**src/rtl/mips_instr_encoder_if.sv**
```systemverilog
// mips_instr_encoder_if
//   Groups the encoder's clear, input-field handshake, output-word handshake
//   and error-reporting signals into one interface.
//   master : program builder / test harness (drives fields, consumes words)
//   slave  : mips_instr_encoder
//   Signals: clr, in_valid/in_ready, in_op/rs/rt/rd/shamt/imm/target,
//            out_valid/out_ready, out_instr, out_addr[ADDR_W], err_illegal, err_cnt[8]
interface mips_instr_encoder_if #(
  parameter int ADDR_W = 8
);
  logic              clr;
  logic              in_valid;
  logic              in_ready;
  logic [4:0]        in_op;
  logic [4:0]        in_rs;
  logic [4:0]        in_rt;
  logic [4:0]        in_rd;
  logic [4:0]        in_shamt;
  logic [15:0]       in_imm;
  logic [25:0]       in_target;
  logic              out_valid;
  logic              out_ready;
  logic [31:0]       out_instr;
  logic [ADDR_W-1:0] out_addr;
  logic              err_illegal;
  logic [7:0]        err_cnt;

  modport master (
    output clr, in_valid, in_op, in_rs, in_rt, in_rd, in_shamt, in_imm, in_target,
           out_ready,
    input  in_ready, out_valid, out_instr, out_addr, err_illegal, err_cnt
  );

  modport slave (
    input  clr, in_valid, in_op, in_rs, in_rt, in_rd, in_shamt, in_imm, in_target,
           out_ready,
    output in_ready, out_valid, out_instr, out_addr, err_illegal, err_cnt
  );
endinterface

```
**src/rtl/mips_instr_encoder.sv**
```systemverilog
// mips_instr_encoder
//   Streaming MIPS-I instruction encoder. Instruction fields plus a 5-bit op
//   selector are turned into a 32-bit machine word, tagged with an incrementing
//   word address and queued in a 2-entry output FIFO.
//   Ports:
//     clk    rising-edge clock
//     rst_n  asynchronous active-low reset
//     bus    mips_instr_encoder_if.slave (clear, input fields + handshake,
//            output word/address + handshake, illegal-op pulse and counter)
//   Parameters: ADDR_W (address counter width), BASE_ADDR (address after reset/clr)
module mips_instr_encoder #(
  parameter int          ADDR_W    = 8,
  parameter int unsigned BASE_ADDR = 0
) (
  input  logic                 clk,
  input  logic                 rst_n,
  mips_instr_encoder_if.slave  bus
);

  localparam logic [ADDR_W-1:0] BASE = ADDR_W'(BASE_ADDR);

  logic              rstDone;
  logic [1:0]        fifoCnt;
  logic [31:0]       headInstr;
  logic [ADDR_W-1:0] headAddr;
  logic [31:0]       tailInstr;
  logic [ADDR_W-1:0] tailAddr;
  logic [ADDR_W-1:0] nextAddr;
  logic              errIllegal;
  logic [7:0]        errCnt;

  logic [31:0]       encWord;
  logic              opLegal;
  logic              accept;
  logic              push;
  logic              pop;

  // Ready depends only on registered state and clr, never on out_ready.
  // rstDone keeps in_ready low while reset is asserted.
  assign bus.in_ready    = rstDone && (fifoCnt != 2'd2) && !bus.clr;
  assign bus.out_valid   = (fifoCnt != 2'd0);
  assign bus.out_instr   = headInstr;
  assign bus.out_addr    = headAddr;
  assign bus.err_illegal = errIllegal;
  assign bus.err_cnt     = errCnt;

  assign opLegal = (bus.in_op < 5'd27);
  assign accept  = bus.in_valid && bus.in_ready;
  assign push    = accept && opLegal;
  assign pop     = bus.out_valid && bus.out_ready;

  // Field packing. Only the fields an op actually uses are placed in the word.
  always_comb begin
    encWord = '0;
    case (bus.in_op)
      // add..nor share funct 6'b100_xxx with the low op bits
      5'd0, 5'd1, 5'd2, 5'd3, 5'd4, 5'd5, 5'd6, 5'd7:
        encWord = {6'h00, bus.in_rs, bus.in_rt, bus.in_rd, 5'd0, 3'b100, bus.in_op[2:0]};
      5'd8:  encWord = {6'h00, 5'd0, bus.in_rt, bus.in_rd, bus.in_shamt, 6'h00};
      5'd9:  encWord = {6'h00, bus.in_rs, bus.in_rt, bus.in_rd, 5'd0, 6'h04};
      5'd10: encWord = {6'h00, bus.in_rs, 15'd0, 6'h08};
      5'd11: encWord = {6'h00, 20'd0, 6'h0D};
      5'd12: encWord = {6'h08, bus.in_rs, bus.in_rt, bus.in_imm};
      5'd13: encWord = {6'h09, bus.in_rs, bus.in_rt, bus.in_imm};
      5'd14: encWord = {6'h0C, bus.in_rs, bus.in_rt, bus.in_imm};
      5'd15: encWord = {6'h0D, bus.in_rs, bus.in_rt, bus.in_imm};
      5'd16: encWord = {6'h0E, bus.in_rs, bus.in_rt, bus.in_imm};
      5'd17: encWord = {6'h23, bus.in_rs, bus.in_rt, bus.in_imm};
      5'd18: encWord = {6'h2B, bus.in_rs, bus.in_rt, bus.in_imm};
      5'd19: encWord = {6'h20, bus.in_rs, bus.in_rt, bus.in_imm};
      5'd20: encWord = {6'h04, bus.in_rs, bus.in_rt, bus.in_imm};
      5'd21: encWord = {6'h05, bus.in_rs, bus.in_rt, bus.in_imm};
      5'd22: encWord = {6'h06, bus.in_rs, 5'd0, bus.in_imm};
      5'd23: encWord = {6'h07, bus.in_rs, 5'd0, bus.in_imm};
      // bltz/bgez share REGIMM opcode; rt selects the condition
      5'd24: encWord = {6'h01, bus.in_rs, 5'd0, bus.in_imm};
      5'd25: encWord = {6'h01, bus.in_rs, 5'd1, bus.in_imm};
      5'd26: encWord = {6'h02, bus.in_target};
      default: encWord = '0;
    endcase
  end

  always_ff @(posedge clk or negedge rst_n) begin
    if (!rst_n) begin
      rstDone    <= 1'b0;
      fifoCnt    <= 2'd0;
      headInstr  <= '0;
      headAddr   <= BASE;
      tailInstr  <= '0;
      tailAddr   <= BASE;
      nextAddr   <= BASE;
      errIllegal <= 1'b0;
      errCnt     <= 8'd0;
    end else begin
      rstDone <= 1'b1;
      if (bus.clr) begin
        fifoCnt    <= 2'd0;
        headInstr  <= '0;
        headAddr   <= BASE;
        nextAddr   <= BASE;
        errIllegal <= 1'b0;
        errCnt     <= 8'd0;
      end else begin
        errIllegal <= accept && !opLegal;
        if (accept && !opLegal && (errCnt != 8'hFF))
          errCnt <= errCnt + 8'd1;

        if (push)
          nextAddr <= nextAddr + 1'b1;

        // push+pop at count 2 cannot occur: in_ready is low when full.
        case ({push, pop})
          2'b10: begin
            if (fifoCnt == 2'd0) begin
              headInstr <= encWord;
              headAddr  <= nextAddr;
            end else begin
              tailInstr <= encWord;
              tailAddr  <= nextAddr;
            end
            fifoCnt <= fifoCnt + 2'd1;
          end
          2'b01: begin
            if (fifoCnt == 2'd2) begin
              headInstr <= tailInstr;
              headAddr  <= tailAddr;
            end
            fifoCnt <= fifoCnt - 2'd1;
          end
          2'b11: begin
            headInstr <= encWord;
            headAddr  <= nextAddr;
          end
          default: ;
        endcase
      end
    end
  end

endmodule

```
**src/flat_wrapper.sv**
```systemverilog
// flat-port wrapper written by rule: the top's interface ports become plain ports
module mips_instr_encoder_flat 
#(
  parameter int          ADDR_W    = 8,
  parameter int unsigned BASE_ADDR = 0
)
  (clk, rst_n, bus_clr, bus_in_valid, bus_in_op, bus_in_rs, bus_in_rt, bus_in_rd, bus_in_shamt, bus_in_imm, bus_in_target, bus_out_ready, bus_in_ready, bus_out_valid, bus_out_instr, bus_out_addr, bus_err_illegal, bus_err_cnt);
  mips_instr_encoder_if #(.ADDR_W(ADDR_W)) bus_i ();
  input  logic clk;
  input  logic rst_n;
  input wire logic [$bits(bus_i.clr)-1:0] bus_clr;
  input wire logic [$bits(bus_i.in_valid)-1:0] bus_in_valid;
  input wire logic [$bits(bus_i.in_op)-1:0] bus_in_op;
  input wire logic [$bits(bus_i.in_rs)-1:0] bus_in_rs;
  input wire logic [$bits(bus_i.in_rt)-1:0] bus_in_rt;
  input wire logic [$bits(bus_i.in_rd)-1:0] bus_in_rd;
  input wire logic [$bits(bus_i.in_shamt)-1:0] bus_in_shamt;
  input wire logic [$bits(bus_i.in_imm)-1:0] bus_in_imm;
  input wire logic [$bits(bus_i.in_target)-1:0] bus_in_target;
  input wire logic [$bits(bus_i.out_ready)-1:0] bus_out_ready;
  output wire logic [$bits(bus_i.in_ready)-1:0] bus_in_ready;
  output wire logic [$bits(bus_i.out_valid)-1:0] bus_out_valid;
  output wire logic [$bits(bus_i.out_instr)-1:0] bus_out_instr;
  output wire logic [$bits(bus_i.out_addr)-1:0] bus_out_addr;
  output wire logic [$bits(bus_i.err_illegal)-1:0] bus_err_illegal;
  output wire logic [$bits(bus_i.err_cnt)-1:0] bus_err_cnt;
  assign bus_i.clr = bus_clr;
  assign bus_i.in_valid = bus_in_valid;
  assign bus_i.in_op = bus_in_op;
  assign bus_i.in_rs = bus_in_rs;
  assign bus_i.in_rt = bus_in_rt;
  assign bus_i.in_rd = bus_in_rd;
  assign bus_i.in_shamt = bus_in_shamt;
  assign bus_i.in_imm = bus_in_imm;
  assign bus_i.in_target = bus_in_target;
  assign bus_i.out_ready = bus_out_ready;
  assign bus_in_ready = bus_i.in_ready;
  assign bus_out_valid = bus_i.out_valid;
  assign bus_out_instr = bus_i.out_instr;
  assign bus_out_addr = bus_i.out_addr;
  assign bus_err_illegal = bus_i.err_illegal;
  assign bus_err_cnt = bus_i.err_cnt;
  mips_instr_encoder #(.ADDR_W(ADDR_W), .BASE_ADDR(BASE_ADDR)) u_core (.clk(clk), .rst_n(rst_n), .bus(bus_i));
endmodule
```
**config.mk**
```make
export PLATFORM = sky130hd
export DESIGN_NAME = mips_instr_encoder_flat
export DESIGN_NICKNAME = d
export VERILOG_FILES = /design/src/rtl/mips_instr_encoder_if.sv /design/src/rtl/mips_instr_encoder.sv /design/src/flat_wrapper.sv
export SDC_FILE = /design/constraint.sdc
export NUM_CORES = 1
export LEC_CHECK = 0
export BUFFER_PORTS_ARGS = -buffer_cell sky130_fd_sc_hd__buf_2
export CORE_UTILIZATION = 34
export DETAILED_ROUTE_END_ITERATION = 10
export HOLD_SLACK_MARGIN = 0.08
export PLACE_DENSITY_LB_ADDON = 0.12
export SYNTH_ARGS = -nofsm -noshare
export SYNTH_HDL_FRONTEND = slang
export SYNTH_SLANG_ARGS = --single-unit
```
**constraint.sdc**
```tcl
create_clock -name clk -period 2.8 [get_ports clk]
set_input_delay 0.42 -clock clk [delete_from_list [all_inputs] [get_ports clk]]
set_output_delay 0.42 -clock clk [all_outputs]
set_load 0.01 [all_outputs]
```
==> impl_metrics.toml <==
[timing]
fin_skew_ns = 0.003734
hold_violations = 0
rsz0062_at_grt = "no"
final.setup.worst_slack_ns = 0.5627
tns_ns = 0
holdWs_ns = 0.08826
worst_pin_slew_ns = 0.7923
slew_headroom_pct = 47.13
setup_viol = 0
slew_violations = 0
period_needed_ns = 2.237
clock.fmax_mhz = 447.0
finalCritPeriodShare_pct = 79.90

[synthesis]
synth_cells = 501
ys_ff_latch = 98
synth.distinct_cells = 54
seq_area_frac_synth_pct = 49.60
syn_area_um2 = 4945
synth_flop_cell = "dfrtp_1"
async_reset_ff_share_pct = 100.0
synth-edff-count = 0
ys_warn_count = 0
synth_nets = 575
syn_avg_cell_area_um2 = 9.870

[cts]
ctsResizeCount = 0
cts_tree = "done"
clkSinkCount = 98
post-cts-setup-buffers = 0
clk_latency_ns = 0.35
htree_levels = 3
hold_buffers = 0
clk_pin_slew_ns = 0.07
cts-root-buf = "clkbuf_16"
cts.path.max_buffers = 2
numCtsBuffers = 9

[floorplan]
core_um2 = 14040
die_h_um = 122.6
die_w_um = 122.6
start_util_pct = 35.21
rows = 43
ios = 123
dieArea_um2 = 15030

[placed_design]
hpwlAfterDp_um = 9367
dp_slack_ns = 0.2943
placed_area_um2 = 5794
port_buffers = 121
place.gp.congestion = 0.7927

[global_route]
grt_antenna_before_repair = 0
grt_pass1_vias = 4059
overflow = 0
grt_pass1_wl_um = 21150
grt_max_degree = 52
track_usage_pct = 18.54

[setup_path]
cpMaxStageDelayCell = "a2111oi_0"
cp_top_family = "compound AO/OA/AOI/OAI gates"
cp_cell_sequence = "nand2b_1 > o2111a_2 > buf_4 > nor2_1 > buf_12 > a2111oi_0 > o31ai_1"
start_kind = "register"
arrival_ns = 2.45
cp.required_ns = 3.02
path_buf_inv = 2
critPathKind = "register to register"
critical-path-max-stage-delay_ns = 0.44
end_kind = "register"
worstPathMaxFanout = 22

[pwr]
power_frac_comb_pct = 14.2
internal_power_mw = 2.513
switching_share_pct = 25.68
finalPower_mw = 3.382
powerDensity_nw_per_um2 = 554.1
p_seq_share_pct = 46.9
vdd_ir_drop_max_mv = 0.3238
leakagePower_nw = 3.004
p_sw_mw = 0.8685
clkPwrFrac_pct = 38.9

[finish]
fillers = 1368
area_delta_synth_final_pct = 23.43
diodes = 0
layout-drive-gt1-share_pct = 27.55
final_area_um2 = 6103
nets = 687

[detailed_routing]
wl_per_cell_um = 16.79
drc_errors = 0
top_layer = "met4"
drt_first_pass_iters = 4
postRouteAntennaNets = 0
drt_iter0_drc = 301
met2_length_um = 6409
wl_met1_um = 6158
vias = 4232
wl_met3_um = 532
drt-total-wl_um = 13380
routed_via_density = 5.310

[worst_hold_path]
hp-class = "input pin to asynchronous set/reset pin"

[flow_run]
drv_cap = 0

[run_status]
status = "complete, no violations"
-- Yosys cell counts, types with 3 or more instances --
cell      number  area [um2]
a221oi_1       5       43.79
a21oi_1       42       210.2
nand2_1       40       150.1
a21o_1         4       30.03
a22o_1        10       87.58
buf_1          7       26.28
nand3_1        6       30.03
nor2_1        58       217.7
dfrtp_1       98        2452
xnor2_1        6       52.55
buf_2         13       65.06
or3_1         10       62.56
a22oi_1       11       82.58
a222oi_1      10       100.1
nand4_1        5       31.28
and3b_1        3       26.28
xor2_1         5       43.79
nand3b_1       3       22.52
o21ai_1       12       60.06
nor2b_1        6       37.54
and3_1         4       25.02
o31ai_1       12       90.09
inv_1         11       41.29
o21ai_0        8       40.04
a32o_1         8       80.08
and2_1         6       37.54
mux2i_1       22       220.2
mux2_2        13       146.4
o21a_1         3       22.52
clkbuf_1      15       56.30
a211oi_1       4       30.03
nor3_1        11       55.05
-- registers in the layout, summed over array words and instances, names as in the netlist --
| name | count |
|---|---|
| u_core.rstDone | 1 |
| u_core.bus.err_cnt | 8 |
| u_core.bus.err_illegal | 1 |
| u_core.fifoCnt | 2 |
| u_core.bus.out_instr | 31 |
| u_core.bus.out_addr | 8 |
| u_core.tailAddr | 8 |
| u_core.tailInstr | 31 |
| u_core.nextAddr | 8 |
-- cell type report --
class	instances	area, um2	area share (%)
Multi-Input combinational cell	355	2290	37.52
Clock inverter	4	76.32	1.251
Tap cell	180	225.2	3.690
Inverter	11	41.29	0.6765
Timing Repair Buffer	138	785.8	12.87
Clock buffer	11	232.7	3.813
Sequential cell	98	2452	40.18
-- routing by layer --
layer | track usage [%] | vias up
met5 | 0 | -
met4 | 6.936 | 0
met3 | 3.810 | 20
met2 | 29.92 | 91
met1 | 24.40 | 2076
li1 | - | 2045
-- cells by family after synthesis --
logic type / after synthesis / synth area share (%)
compound gates: 142 / 20.55
xor+xnor: 11 / 1.948
fa+ha+maj: 2 / 0.5060
buf+inv: 48 / 4.124
flops: 98 / 49.60
mux: 35 / 7.414
other cells: 2 / 0.1519
simple gates: 163 / 15.71
-- worst reg2reg max path, cell delays in order, from the launching register on --
cell	delay (ns)
dfrtp_1	0.43
nand2b_1	0.26
o2111a_2	0.28
buf_4	0.27
nor2_1	0.12
buf_12	0.17
a2111oi_0	0.45
o31ai_1	0.13
-- final timing paths --
| check | slack (ns) | start | cells after the start | end |
|---|---|---|---|---|
| worst min register to register | 0.48 | u_core.bus.out_instr[24]$_DFFE_PN0P_ | 2 | u_core.bus.out_instr[24]$_DFFE_PN0P_ |
| min in group clk | 0.38 | bus_in_target[0] | 3 | u_core.tailInstr[0]$_DFFE_PN0P_ |
| worst max register to register | 0.56 | u_core.fifoCnt[0]$_DFFE_PN0P_ | 7 | u_core.bus.out_instr[0]$_DFFE_PN0P_ |
| worst max-delay path | 0.56 | u_core.fifoCnt[0]$_DFFE_PN0P_ | 7 | u_core.bus.out_instr[0]$_DFFE_PN0P_ |
| max in group asynchronous | 2.01 | rst_n | 2 | u_core.bus.err_cnt[3]$_DFFE_PN0P_ |
| worst min-delay path | 0.09 | rst_n | 1 | u_core.bus.out_instr[25]$_DFFE_PN0P_ |
-- layout by cell type, fill, tap and decap left out, drive strengths merged, types with 8 or more instances in the layout --
master	Yosys	routed
nor3	11	11
nand2	40	40
a32o	8	8
o21ai	20	20
buf	22	138
a22oi	11	11
o31ai	12	12
a22o	10	10
nor2	59	59
a21oi	42	42
mux2	13	13
clkbuf	15	11
dfrtp	98	98
or3	10	10
a222oi	10	10
inv	11	12
mux2i	22	22
-- power groups by stage --
| stage | logic, mW | registers, mW | clock network [mW] |
|---|---|---|---|
| 2_1_floorplan | 0.259 | 1.62 | 0 |
| 3_3_place_gp | 0.474 | 1.61 | 0 |
| 3_5_place_dp | 0.487 | 1.61 | 0 |
| 4_1_cts | 0.488 | 1.59 | 1.36 |
| 5_1_grt | 0.541 | 1.60 | 1.41 |
| 6_report | 0.480 | 1.59 | 1.31 |
-- per-stage QoR --
stage	utilization, %	instances
after floorplan	-	501
after global placement	41.26	782
after detailed placement	41.26	782
after CTS	43.46	797
after global routing	43.46	797
final	43.46	797
Note: power is estimated with default switching activity, not from simulation.
